## config.mk

```make
export PLATFORM = sky130hd
export DESIGN_NAME = nibble_serial_adder
export DESIGN_NICKNAME = d
export VERILOG_FILES = /design/src/rtl/nsa_pkg.sv /design/src/rtl/full_adder_4bit.sv /design/src/rtl/nibble_serial_adder.sv
export SDC_FILE = /design/constraint.sdc
export NUM_CORES = 1
export LEC_CHECK = 0
export CAP_MARGIN = 20
export CORE_UTILIZATION = 55
export DETAILED_ROUTE_END_ITERATION = 6
export PLACE_DENSITY = 0.93
export SYNTH_ARGS = -nofsm -noshare
export SYNTH_HDL_FRONTEND = slang
export SYNTH_SLANG_ARGS = --single-unit
```

## constraint.sdc

```tcl
create_clock -name clk -period 6 [get_ports clk]
set_clock_uncertainty 0.05 [all_clocks]
set_input_delay 1.8 -clock clk [delete_from_list [all_inputs] [get_ports clk]]
set_output_delay 1.8 -clock clk [all_outputs]
set_load 0.1 [all_outputs]
```

## src/rtl/nsa_pkg.sv

```systemverilog
`default_nettype none
// ============================================================================
//  Module      : nsa_pkg
//  Description : Shared types and helpers for the nibble-serial adder.
//  Revision    : 1.0 - initial release
// ============================================================================
package nsa_pkg;

    // Bits handled by the ripple cell per step
    localparam int c_nib_bits = 4;

    // Controller state encoding
    typedef enum logic [1:0] {
        IDLE = 2'd0,
        ADD  = 2'd1,
        DONE = 2'd2
    } nsa_state_t;

    // Number of nibble steps needed for a WIDTH-bit addition
    function automatic int nib_count(input int width);
        return width / c_nib_bits;
    endfunction

    // Nibble index counter width; never narrower than one bit
    function automatic int idx_width(input int nib);
        return (nib <= 1) ? 1 : $clog2(nib);
    endfunction

endpackage : nsa_pkg
`default_nettype wire

```

## src/rtl/full_adder_4bit.sv

```systemverilog
`default_nettype none
// ============================================================================
//  Module      : full_adder_4bit
//  Description : 4-bit ripple-carry adder cell built from full-adder bits.
//  Revision    : 1.0 - initial release
// ============================================================================
module full_adder_4bit (
    input  logic [3:0] i_a,
    input  logic [3:0] i_b,
    input  logic       i_cin,
    output logic [3:0] o_sum,
    output logic       o_cout
);

    logic [4:0] w_carry;

    assign w_carry[0] = i_cin;

    // One full-adder bit per position, carry rippling upward
    for (genvar gi = 0; gi < 4; gi++) begin : g_bit
        assign o_sum[gi]       = i_a[gi] ^ i_b[gi] ^ w_carry[gi];
        assign w_carry[gi + 1] = (i_a[gi] & i_b[gi]) |
                                 (w_carry[gi] & (i_a[gi] ^ i_b[gi]));
    end

    assign o_cout = w_carry[4];

endmodule : full_adder_4bit
`default_nettype wire

```

## src/rtl/nibble_serial_adder.sv

```systemverilog
`default_nettype none
// ============================================================================
//  Module      : nibble_serial_adder
//  Description : WIDTH-bit adder that streams operands one nibble per clock
//                through a single 4-bit ripple cell, LSB nibble first, with
//                the carry held in a register between steps. Valid/ready on
//                both the operand and the result side.
//  Revision    : 1.0 - initial release
// ============================================================================
module nibble_serial_adder
    import nsa_pkg::*;
#(
    parameter int WIDTH = 16
) (
    input  logic             clk,
    input  logic             rst_n,
    input  logic             in_valid,
    output logic             in_ready,
    input  logic [WIDTH-1:0] a,
    input  logic [WIDTH-1:0] b,
    input  logic             cin,
    output logic             out_valid,
    input  logic             out_ready,
    output logic [WIDTH-1:0] sum,
    output logic             cout,
    output logic             ovf
);

    localparam int c_nib   = nib_count(WIDTH);
    localparam int c_idx_w = idx_width(c_nib);
    localparam logic [c_idx_w-1:0] c_last_idx = c_idx_w'(c_nib - 1);

    // Reject widths the nibble datapath cannot cover exactly
    if ((WIDTH < 4) || ((WIDTH % 4) != 0)) begin : g_width_check
        $error("nibble_serial_adder: WIDTH must be a multiple of 4 and >= 4");
    end

    nsa_state_t         r_state;
    logic [WIDTH-1:0]   r_a;
    logic [WIDTH-1:0]   r_b;
    logic [WIDTH-1:0]   r_sum;
    logic               r_carry;
    logic               r_ovf;
    logic [c_idx_w-1:0] r_idx;
    logic               r_in_ready;
    logic               r_out_valid;

    logic [c_idx_w+1:0] w_base;
    logic [3:0]         w_a_nib;
    logic [3:0]         w_b_nib;
    logic [3:0]         w_cell_sum;
    logic               w_cell_cout;
    logic               w_last;

    // Bit offset of the nibble currently being processed
    assign w_base  = {r_idx, 2'b00};
    assign w_a_nib = r_a[w_base +: 4];
    assign w_b_nib = r_b[w_base +: 4];
    assign w_last  = (r_idx == c_last_idx);

    full_adder_4bit u_cell (
        .i_a    (w_a_nib),
        .i_b    (w_b_nib),
        .i_cin  (r_carry),
        .o_sum  (w_cell_sum),
        .o_cout (w_cell_cout)
    );

    // Controller, operand/sum/carry registers and registered handshake outputs
    always_ff @(posedge clk or negedge rst_n) begin
        if (!rst_n) begin
            r_state     <= IDLE;
            r_a         <= '0;
            r_b         <= '0;
            r_sum       <= '0;
            r_carry     <= 1'b0;
            r_ovf       <= 1'b0;
            r_idx       <= '0;
            r_in_ready  <= 1'b1;
            r_out_valid <= 1'b0;
        end else begin
            case (r_state)
                IDLE: begin
                    if (in_valid) begin
                        // cin enters through the carry register so nibble 0
                        // uses the same path as every later nibble
                        r_a        <= a;
                        r_b        <= b;
                        r_carry    <= cin;
                        r_sum      <= '0;
                        r_ovf      <= 1'b0;
                        r_idx      <= '0;
                        r_in_ready <= 1'b0;
                        r_state    <= ADD;
                    end
                end
                ADD: begin
                    r_sum[w_base +: 4] <= w_cell_sum;
                    r_carry            <= w_cell_cout;
                    if (w_last) begin
                        // The top nibble's MSB is the result sign bit
                        r_ovf       <= (r_a[WIDTH-1] == r_b[WIDTH-1]) &&
                                       (w_cell_sum[3] != r_a[WIDTH-1]);
                        r_idx       <= '0;
                        r_out_valid <= 1'b1;
                        r_state     <= DONE;
                    end else begin
                        r_idx <= r_idx + 1'b1;
                    end
                end
                DONE: begin
                    if (out_ready) begin
                        r_out_valid <= 1'b0;
                        r_in_ready  <= 1'b1;
                        r_state     <= IDLE;
                    end
                end
                default: begin
                    r_out_valid <= 1'b0;
                    r_in_ready  <= 1'b1;
                    r_state     <= IDLE;
                end
            endcase
        end
    end

    assign in_ready  = r_in_ready;
    assign out_valid = r_out_valid;
    assign sum       = r_sum;
    assign cout      = r_carry;
    assign ovf       = r_ovf;

endmodule : nibble_serial_adder
`default_nettype wire

```

# After elaboration in Yosys (flattened, before gate mapping)
# Cells that the tools add are included.
dict set report op_classes {
  n_addsub 2
  eq_ne 8
  n_shift 4
  muxes 20
  n_bitwise 22
  n_reduce_logical 9
}
# op count
set ops {}
lappend ops {{$pmux 16 s2} 1}
lappend ops {{$shiftx 16x5->4} 2}
lappend ops {{$bwmux 16} 1}
lappend ops {{$mux 16} 1}
lappend ops {{$shift 4x6->16 const A} 1}
lappend ops {{$shiftx 4x6->16} 1}
lappend ops {{$reduce_and 3->1} 4}
lappend ops {{$mux 2} 5}
lappend ops {{$and 1x1->1} 8}
lappend ops {{$xor 1x1->1} 8}
lappend ops {{$mux 1} 6}
lappend ops {{$ne 2x2->1 const B} 3}
lappend ops {{$neg 4->6} 1}
lappend ops {{$pmux 1 s3} 2}
lappend ops {{$pmux 2 s3} 1}
lappend ops {{$eq 2x2->1 const B} 2}
lappend ops {{$or 1x1->1} 4}
lappend ops {{$pmux 1 s2} 2}
lappend ops {{$pmux 2 s2} 1}
lappend ops {{$reduce_and 2->1} 2}
lappend ops {{$add 2x1->2 const B} 1}
lappend ops {{$eq 2x1->1 const B} 1}
lappend ops {{$logic_not 2->1} 1}
lappend ops {{$not 1->1} 2}
lappend ops {{other kinds (4)} 4}
dict set report word_totals {
  reg_bits 56
  in_bits 37
  out_inout_bits 20
}

# Longest topological paths before layout
# Gate-level depths: netlist of the first run.
dict set report depth {
  word_depth 13
  ltp_mapped 13
}

# By module
# A second synthesis of the first run with hierarchy kept.
dict set report unflattened {
  hier_cells 184
  hier_area_um2 2710.1
}
# module instances cells_each area_each_um2 seq_area_each_um2
set by_module_without_submodules {}
lappend by_module_without_submodules {nibble_serial_adder 1 170 2592.5 1402.6}
lappend by_module_without_submodules {full_adder_4bit 1 14 117.6 0.0}

# Least setup slack after synthesis of the first run
# OpenSTA, ideal clock, no wires.
dict set report synth_path {
  path_kind {reg-to-reg}
  start {register r_carry (netlist: cout)}
  end {register r_ovf (netlist: ovf)}
  arrival_time_ns 2.983
  setup_slack_ns 2.845
  stages_incl_launch_ff 12
  synth_period_minus_slack_ns 3.155
  cell_sequence {dfrtp_1 -> inv_1 -> fa_1 -> inv_1 -> fa_1 -> inv_1 -> fa_1 -> inv_1 -> fa_1 -> nand2b_1 -> o22ai_1 -> a22o_1}
}
dict set report synth_between {
  elab_chain_len 11
}
# element line_no
set synth_rtl {}
lappend synth_rtl {{start: declaration} nibble_serial_adder.sv:42} ;# logic r_carry;
lappend synth_rtl {{start signal: assignment} nibble_serial_adder.sv:89} ;# r_carry <= cin;
lappend synth_rtl {{start signal: assignment} nibble_serial_adder.sv:99} ;# r_carry <= w_cell_cout;
lappend synth_rtl {{$and 1x1->1} full_adder_4bit.sv:23} ;# (w_carry[gi] & (i_a[gi] ^ i_b[gi]));
lappend synth_rtl {{$or 1x1->1} full_adder_4bit.sv:22} ;# assign w_carry[gi + 1] = (i_a[gi] & i_b[gi]) |
lappend synth_rtl {{$and 1x1->1} full_adder_4bit.sv:23}
lappend synth_rtl {{$or 1x1->1} full_adder_4bit.sv:22}
lappend synth_rtl {{$and 1x1->1} full_adder_4bit.sv:23}
lappend synth_rtl {{$or 1x1->1} full_adder_4bit.sv:22}
lappend synth_rtl {{$xor 1x1->1} full_adder_4bit.sv:21} ;# assign o_sum[gi] = i_a[gi] ^ i_b[gi] ^ w_carry[gi];
lappend synth_rtl {{$ne 1x1->1} nibble_serial_adder.sv:103} ;# (w_cell_sum[3] != r_a[WIDTH-1]);
lappend synth_rtl {{$logic_and 1x1->1} nibble_serial_adder.sv:102} ;# r_ovf <= (r_a[WIDTH-1] == r_b[WIDTH-1]) &&
lappend synth_rtl {{$mux 1} nibble_serial_adder.sv:100} ;# if (w_last) begin
lappend synth_rtl {{$pmux 1 s2} nibble_serial_adder.sv:82} ;# case (r_state)
lappend synth_rtl {{end signal: assignment} nibble_serial_adder.sv:102}
lappend synth_rtl {{end: declaration} nibble_serial_adder.sv:43} ;# logic r_ovf;
# No other way between the ends. The select of a mux whose other input is x is not followed.
# A chain may end at the register's enable or synchronous reset.

# Worst setup path in the final report of the first run
dict set report layout_path {
  start {register r_in_ready (netlist: in_ready)}
  end {output in_ready}
}
# element line_no
set layout_rtl {}
lappend layout_rtl {{start: declaration} nibble_serial_adder.sv:45} ;# logic r_in_ready;
lappend layout_rtl {{start signal: assignment} nibble_serial_adder.sv:79} ;# r_in_ready <= 1'b1;
lappend layout_rtl {{start signal: assignment} nibble_serial_adder.sv:93} ;# r_in_ready <= 1'b0;
lappend layout_rtl {{start signal: assignment} nibble_serial_adder.sv:114} ;# r_in_ready <= 1'b1;
lappend layout_rtl {{end: declaration} nibble_serial_adder.sv:18} ;# output logic in_ready,
# No word-level cell between the ends.

==> results of run 1 <==
-- metal layers --
layer  part of all wire (%)  vias to the layer above
met5                      0                        -
met2                     48                       69
met3                    5.3                       12
li1                       -                      786
met1                     44                      820
met4                    2.0                        0
-- synthesized netlist by cell type (all sizes together) --
| cell | n | area, sq um |
|---|---|---|
| nand2b | 3 | 26.3 |
| dfrtp | 55 | 1380 |
| nor4 | 1 | 12.5 |
| a32o | 1 | 10.0 |
| nor3 | 1 | 5.00 |
| and4 | 2 | 17.5 |
| and3 | 1 | 6.26 |
| ha | 4 | 50.1 |
| inv | 12 | 45.0 |
| or4 | 1 | 11.3 |
| o31ai | 1 | 7.51 |
| o2bb2ai | 8 | 70.1 |
| a22o | 10 | 87.6 |
| a21oi | 3 | 15.0 |
| fa | 4 | 80.1 |
| mux4 | 8 | 180 |
| nor2b | 2 | 12.5 |
| o21ai | 2 | 10.0 |
| clkbuf | 1 | 3.75 |
| mux2 | 32 | 473 |
| o22ai | 1 | 6.26 |
| a21o | 5 | 37.5 |
| buf | 8 | 106 |
| nand4 | 2 | 12.5 |
| nand2 | 8 | 30.0 |
| nand3 | 1 | 5.00 |
| o21bai | 1 | 7.51 |
| and2b | 1 | 7.51 |
| nor2 | 5 | 35.0 |
| dfstp | 1 | 26.3 |
-- worst reg2reg max path, stage by stage (launching register included) --
cell and delay (ns):
dfrtp_1 0.86, mux4_2 0.59, inv_1 0.09, fa_1 0.18, inv_1 0.05, fa_1 0.36, inv_1 0.08, fa_1 0.16
inv_1 0.05, fa_1 0.63, nand2b_1 0.09, o22ai_1 0.17, a22o_1 0.15
-- registers in the layout, indices dropped and copies added, names as in the netlist --
name / flops
r_a: 16
out_valid: 1
r_b: 16
sum: 16
ovf: 1
in_ready: 1
r_state: 2
r_idx: 2
cout: 1
-- kinds of logic after synthesis --
logic type,count (synthesis),share of synthesized area [%]
compound gates,32,9.07
buf+inv,21,5.59
simple gates,28,6.54
fa+ha+maj,8,4.69
flops,56,50.6
mux,40,23.5
-- cell type report --
type	count	area, sq um	share of cell area, %
Timing Repair Buffer	57	563	16.5
Clock inverter	2	10.0	0.294
Tap cell	67	83.8	2.46
Multi-Input combinational cell	108	1220	35.7
Clock buffer	6	82.6	2.43
Sequential cell	56	1400	41.2
Inverter	12	45.0	1.32
-- stage by stage --
stage	cell area [sq um]	worst slack [ns]	cells	hold slack (ns)	util, %
CTS	3400	2.14	308	0.448	71.1
floorplan	2770	2.85	185	0.402	-
global placement	3310	2.41	300	0.423	69.2
finish	3400	2.14	308	0.441	71.1
detailed placement	3310	2.37	300	0.425	69.2
global route	3400	2.11	308	0.457	71.1
-- worst min path at each step --
stage            start  endpoint  slack [ns]  cells past startpoint
6_report       sum[12]   sum[12]        0.44                      1
3_3_place_gp   sum[10]   sum[10]        0.42                      1
4_1_cts        sum[12]   sum[12]        0.45                      1
2_1_floorplan  r_b[10]   r_b[10]        0.40                      1
5_1_grt        sum[12]   sum[12]        0.46                      1
3_5_place_dp   sum[12]   sum[12]        0.42                      1
==> results.toml, run 1 <==
[floorplan]
core_sq_um = 4790
die_w_microns = 73.0
start_util_pct = 58.0
ioPinCount = 57
die_y_microns = 73.0
die_area_sq_um = 5330
rows = 25

[cts]
clock-sinks = 56
cts_made_buffers = 5
clkSlewWorstSetupHoldPaths_ns = 0.09
ctsHoldBuffers = 0
clk-insertion-delay-late_ns = 0.31
cts_setup_buffers = 0
cts_resized = 0
cts_buffer_depth = 2
htree_levels = 2
cts_tree = "built"
cts_root_buffer = "clkbuf_8"

[setup_path]
crit_cells = 1
cp_slowest_cell = "clkdlybuf4s50_1"
cp_max_fo = 3
cp.arrival_ns = 2.01
crit_buf_inv = 1
worst-setup-path-type = "reg -> out"
critPathLaunchType = "flop"
cp-endpoint = "in_ready"
r2r_start = "r_idx[0]"
reg2reg_depth = 12
slowest_delay_ns = 1.13
end_kind = "output port"
required_ns = 4.15
path_cells = "clkdlybuf4s50_1"
ff2ff_setup_slack_ns = 2.44
r2r-end = "ovf"
worst_path_dominant_cell_family = "buffers and inverters"
cp-startpoint = "in_ready"

[placement]
io_buffers = 56
finalWeightedCongestion = 0.810
dpl.hpwl_microns = 3630

[timing]
fin_crit_sh_pct = 64.3
hold_viol = 0
fin_setup_tns_ns = 0
period_minus_slack_ns = 3.86
slew_headroom_pct = 34.7
rsz0062_at_grt = "false"
drv_slew = 0
worstMarginPinSlew_ns = 0.977
clock.fmax_mhz = 259
setup_violations = 0

[synth]
syn_area_per_cell_sq_um = 15.0
synth_area_sq_um = 2770
yosys_warnings = 0
synth-seq-area-share_pct = 50.6
ys_types = 36
synth_seq_cells = 56
synth_fp_nets = 230
synthCells = 185

[finish]
nets = 285
area_growth_pct = 22.7
drive_gt1_share_pct = 22.0
fill_cells = 318
antenna_cells = 0
mostFrequentLayoutCells = "dfrtp_1 (55), clkdlybuf4s50_1 (55), mux2_4 (30)"

[grt]
use_met3_pct = 5.52
grtUsageMet2_pct = 32.7
grt-busiest-layer = "met2"
grt_max_degree = 57
antenna_found_initial = 0
grt_overflow = 0
grt_pass1_wl_microns = 8370
use_met1_pct = 29.6
grt_usage_pct = 21.3
first_global_vias = 1677

[drt]
routedWlPerCell_microns = 16.5
drt_pre_antenna_iters = 4
routed_wl_microns = 5070
drc = 0
drt_iter0_drc = 112
viasPerCell = 5.48
ant_nets = 0
num_vias = 1687

[run]
drv_cap = 0

[worst_hold_path]
hold_class = "reg -> reg"

[outcome]
status = "finished, final reports clean"
Power of run 1 is left out: the tool's default activity adds up to more than one toggle a clock period on the data nets, which glitch-free logic cannot reach.
==> run 2: changes to the inputs <==
- CORE_UTILIZATION: 55 -> 46
- PLACE_DENSITY: 0.93 -> 0.84
- clock period: 6 -> 3.3 ns (I/O delays scaled with it)
==> run 2 against run 1 <==
Against the previous run: clock-buffer cell count grew 2; die area grew 19%; wire length grew 0.61%; sequential cell count is the same.
==> results.toml, run 2 (synthesis gave the netlist of run 1 again) <==
[drt]
num_vias = 1700
drc = 0
routedWlPerCell_microns = 16.0
viasPerCell = 5.35
ant_nets = 0
drt_pre_antenna_iters = 4
drt_iter0_drc = 112
routed_wl_microns = 5100

[cts]
cts_tree = "built"
cts_root_buffer = "clkbuf_8"
clkSlewWorstSetupHoldPaths_ns = 0.10
cts_made_buffers = 5
cts_setup_buffers = 0
cts_buffer_depth = 2
clock-sinks = 56
htree_levels = 2
clk-insertion-delay-late_ns = 0.30
ctsHoldBuffers = 0

[floorplan]
ioPinCount = 57
die_y_microns = 79.7
start_util_pct = 49.2
rows = 27
die_w_microns = 79.7
core_sq_um = 5640
die_area_sq_um = 6340

[placement]
finalWeightedCongestion = 0.787
io_buffers = 56
dpl.hpwl_microns = 3840

[timing]
clock.fmax_mhz = 327
rsz0062_at_grt = "false"
drv_slew = 0
period_minus_slack_ns = 3.06
fin_crit_sh_pct = 92.6
hold_viol = 0
fin_setup_tns_ns = 0
setup_violations = 0
worstMarginPinSlew_ns = 0.660
slew_headroom_pct = 56.0

[worst_hold_path]
hold_class = "reg -> reg"

[grt]
grtUsageMet2_pct = 26.2
first_global_vias = 1674
grt-busiest-layer = "met2"
grt_max_degree = 30
use_met3_pct = 4.34
grt_pass1_wl_microns = 8390
grt_usage_pct = 17.6
antenna_found_initial = 0
use_met1_pct = 25.9
grt_overflow = 0

[setup_path]
worst_path_dominant_cell_family = "adder cells"
cp_max_fo = 6
crit_buf_inv = 4
path_cells = "mux4_2, inv_1, fa_1, inv_1, fa_1, inv_1, fa_1, inv_1, fa_1, nand2b_1, o22ai_1, a22o_1"
worst-setup-path-type = "reg -> reg"
end_kind = "flop"
cp_slowest_cell = "fa_1"
slowest_delay_ns = 0.63
critPathLaunchType = "flop"
cp.arrival_ns = 3.25
required_ns = 3.50

[finish]
layout_commonest_cell = "dfrtp_1"
antenna_cells = 0
nets = 290
fill_cells = 441
drive_gt1_share_pct = 30.9
mostFrequentLayoutCells = "dfrtp_1 (54), clkdlybuf4s50_1 (35), mux2_4 (30)"
area_growth_pct = 22.1
post-route-util_pct = 60.0

[run]
drv_cap = 0

[outcome]
status = "finished, final reports clean"
run 2: cell count changes in the layout (fill, tap and decap cells not counted):
cell / delta
buf_4: +25
clkbuf_1: +3
clkbuf_8: -1
clkdlybuf4s50_1: -20
clkinv_2: -2
dfrtp_1: -1
dfrtp_2: +1
run 2: per-layer routing:
layer	routed length, microns	vias up
li1	-	797
met1	2410	852
met2	2430	49
met3	236	2
met4	25	0
met5	0	-
run 2: worst register-to-register path: cells and delay by family, from the launching register on:
kind | cells | cell delay [ns]
compound gates | 2 | 0.29
fa+ha+maj | 4 | 1.31
buf+inv | 4 | 0.27
flops | 1 | 0.48
mux | 1 | 0.54
simple gates | 1 | 0.09
run 2: what timing repair did:
item,CTS,global route
hold endpoints to repair,0,0
endpoints found under the setup margin,0,1
gates resized for setup,0,1
run 2: through the flow:
step | cells | instance area (sq um) | hold slack [ns] | setup slack (ns)
6_report | 318 | 3390 | 0.451 | 0.243
4_1_cts | 318 | 3380 | 0.451 | 0.117
5_1_grt | 318 | 3390 | 0.473 | 0.0238
3_3_place_gp | 310 | 3300 | 0.413 | 0.249
3_5_place_dp | 310 | 3300 | 0.426 | 0.0994
2_1_floorplan | 185 | 2770 | 0.402 | 0.145
run 2: cell type report:
type / count / area, sq um / area share, %
tap: 72 / 90.1 / 2.66
clock buffer: 8 / 80.1 / 2.37
multi-input combinational: 108 / 1220 / 35.9
sequential: 56 / 1400 / 41.5
timing repair buffer: 62 / 551 / 16.3
inverter: 12 / 45.0 / 1.33
run 2: path summary, 6_finish.rpt:
path	startpoint	to	slack, ns	depth (start not counted)
max	r_idx[0]	ovf	0.24	12
min	sum[4]	sum[4]	0.45	1
max reg2reg	r_idx[0]	ovf	0.24	12
min reg2reg	sum[4]	sum[4]	0.45	1
max in group asynchronous	rst_n	r_b[3]	1.89	2
min in group asynchronous	rst_n	sum[8]	0.66	1
Power of run 2 is left out for the same reason.
==> run 3: changes to the inputs <==
- HOLD_SLACK_MARGIN: unset -> 0.1
==> results of run 3 <==
Same layout as run 2: the final DEF is identical, and so are final timing and power.
Power of run 3 is left out for the same reason.
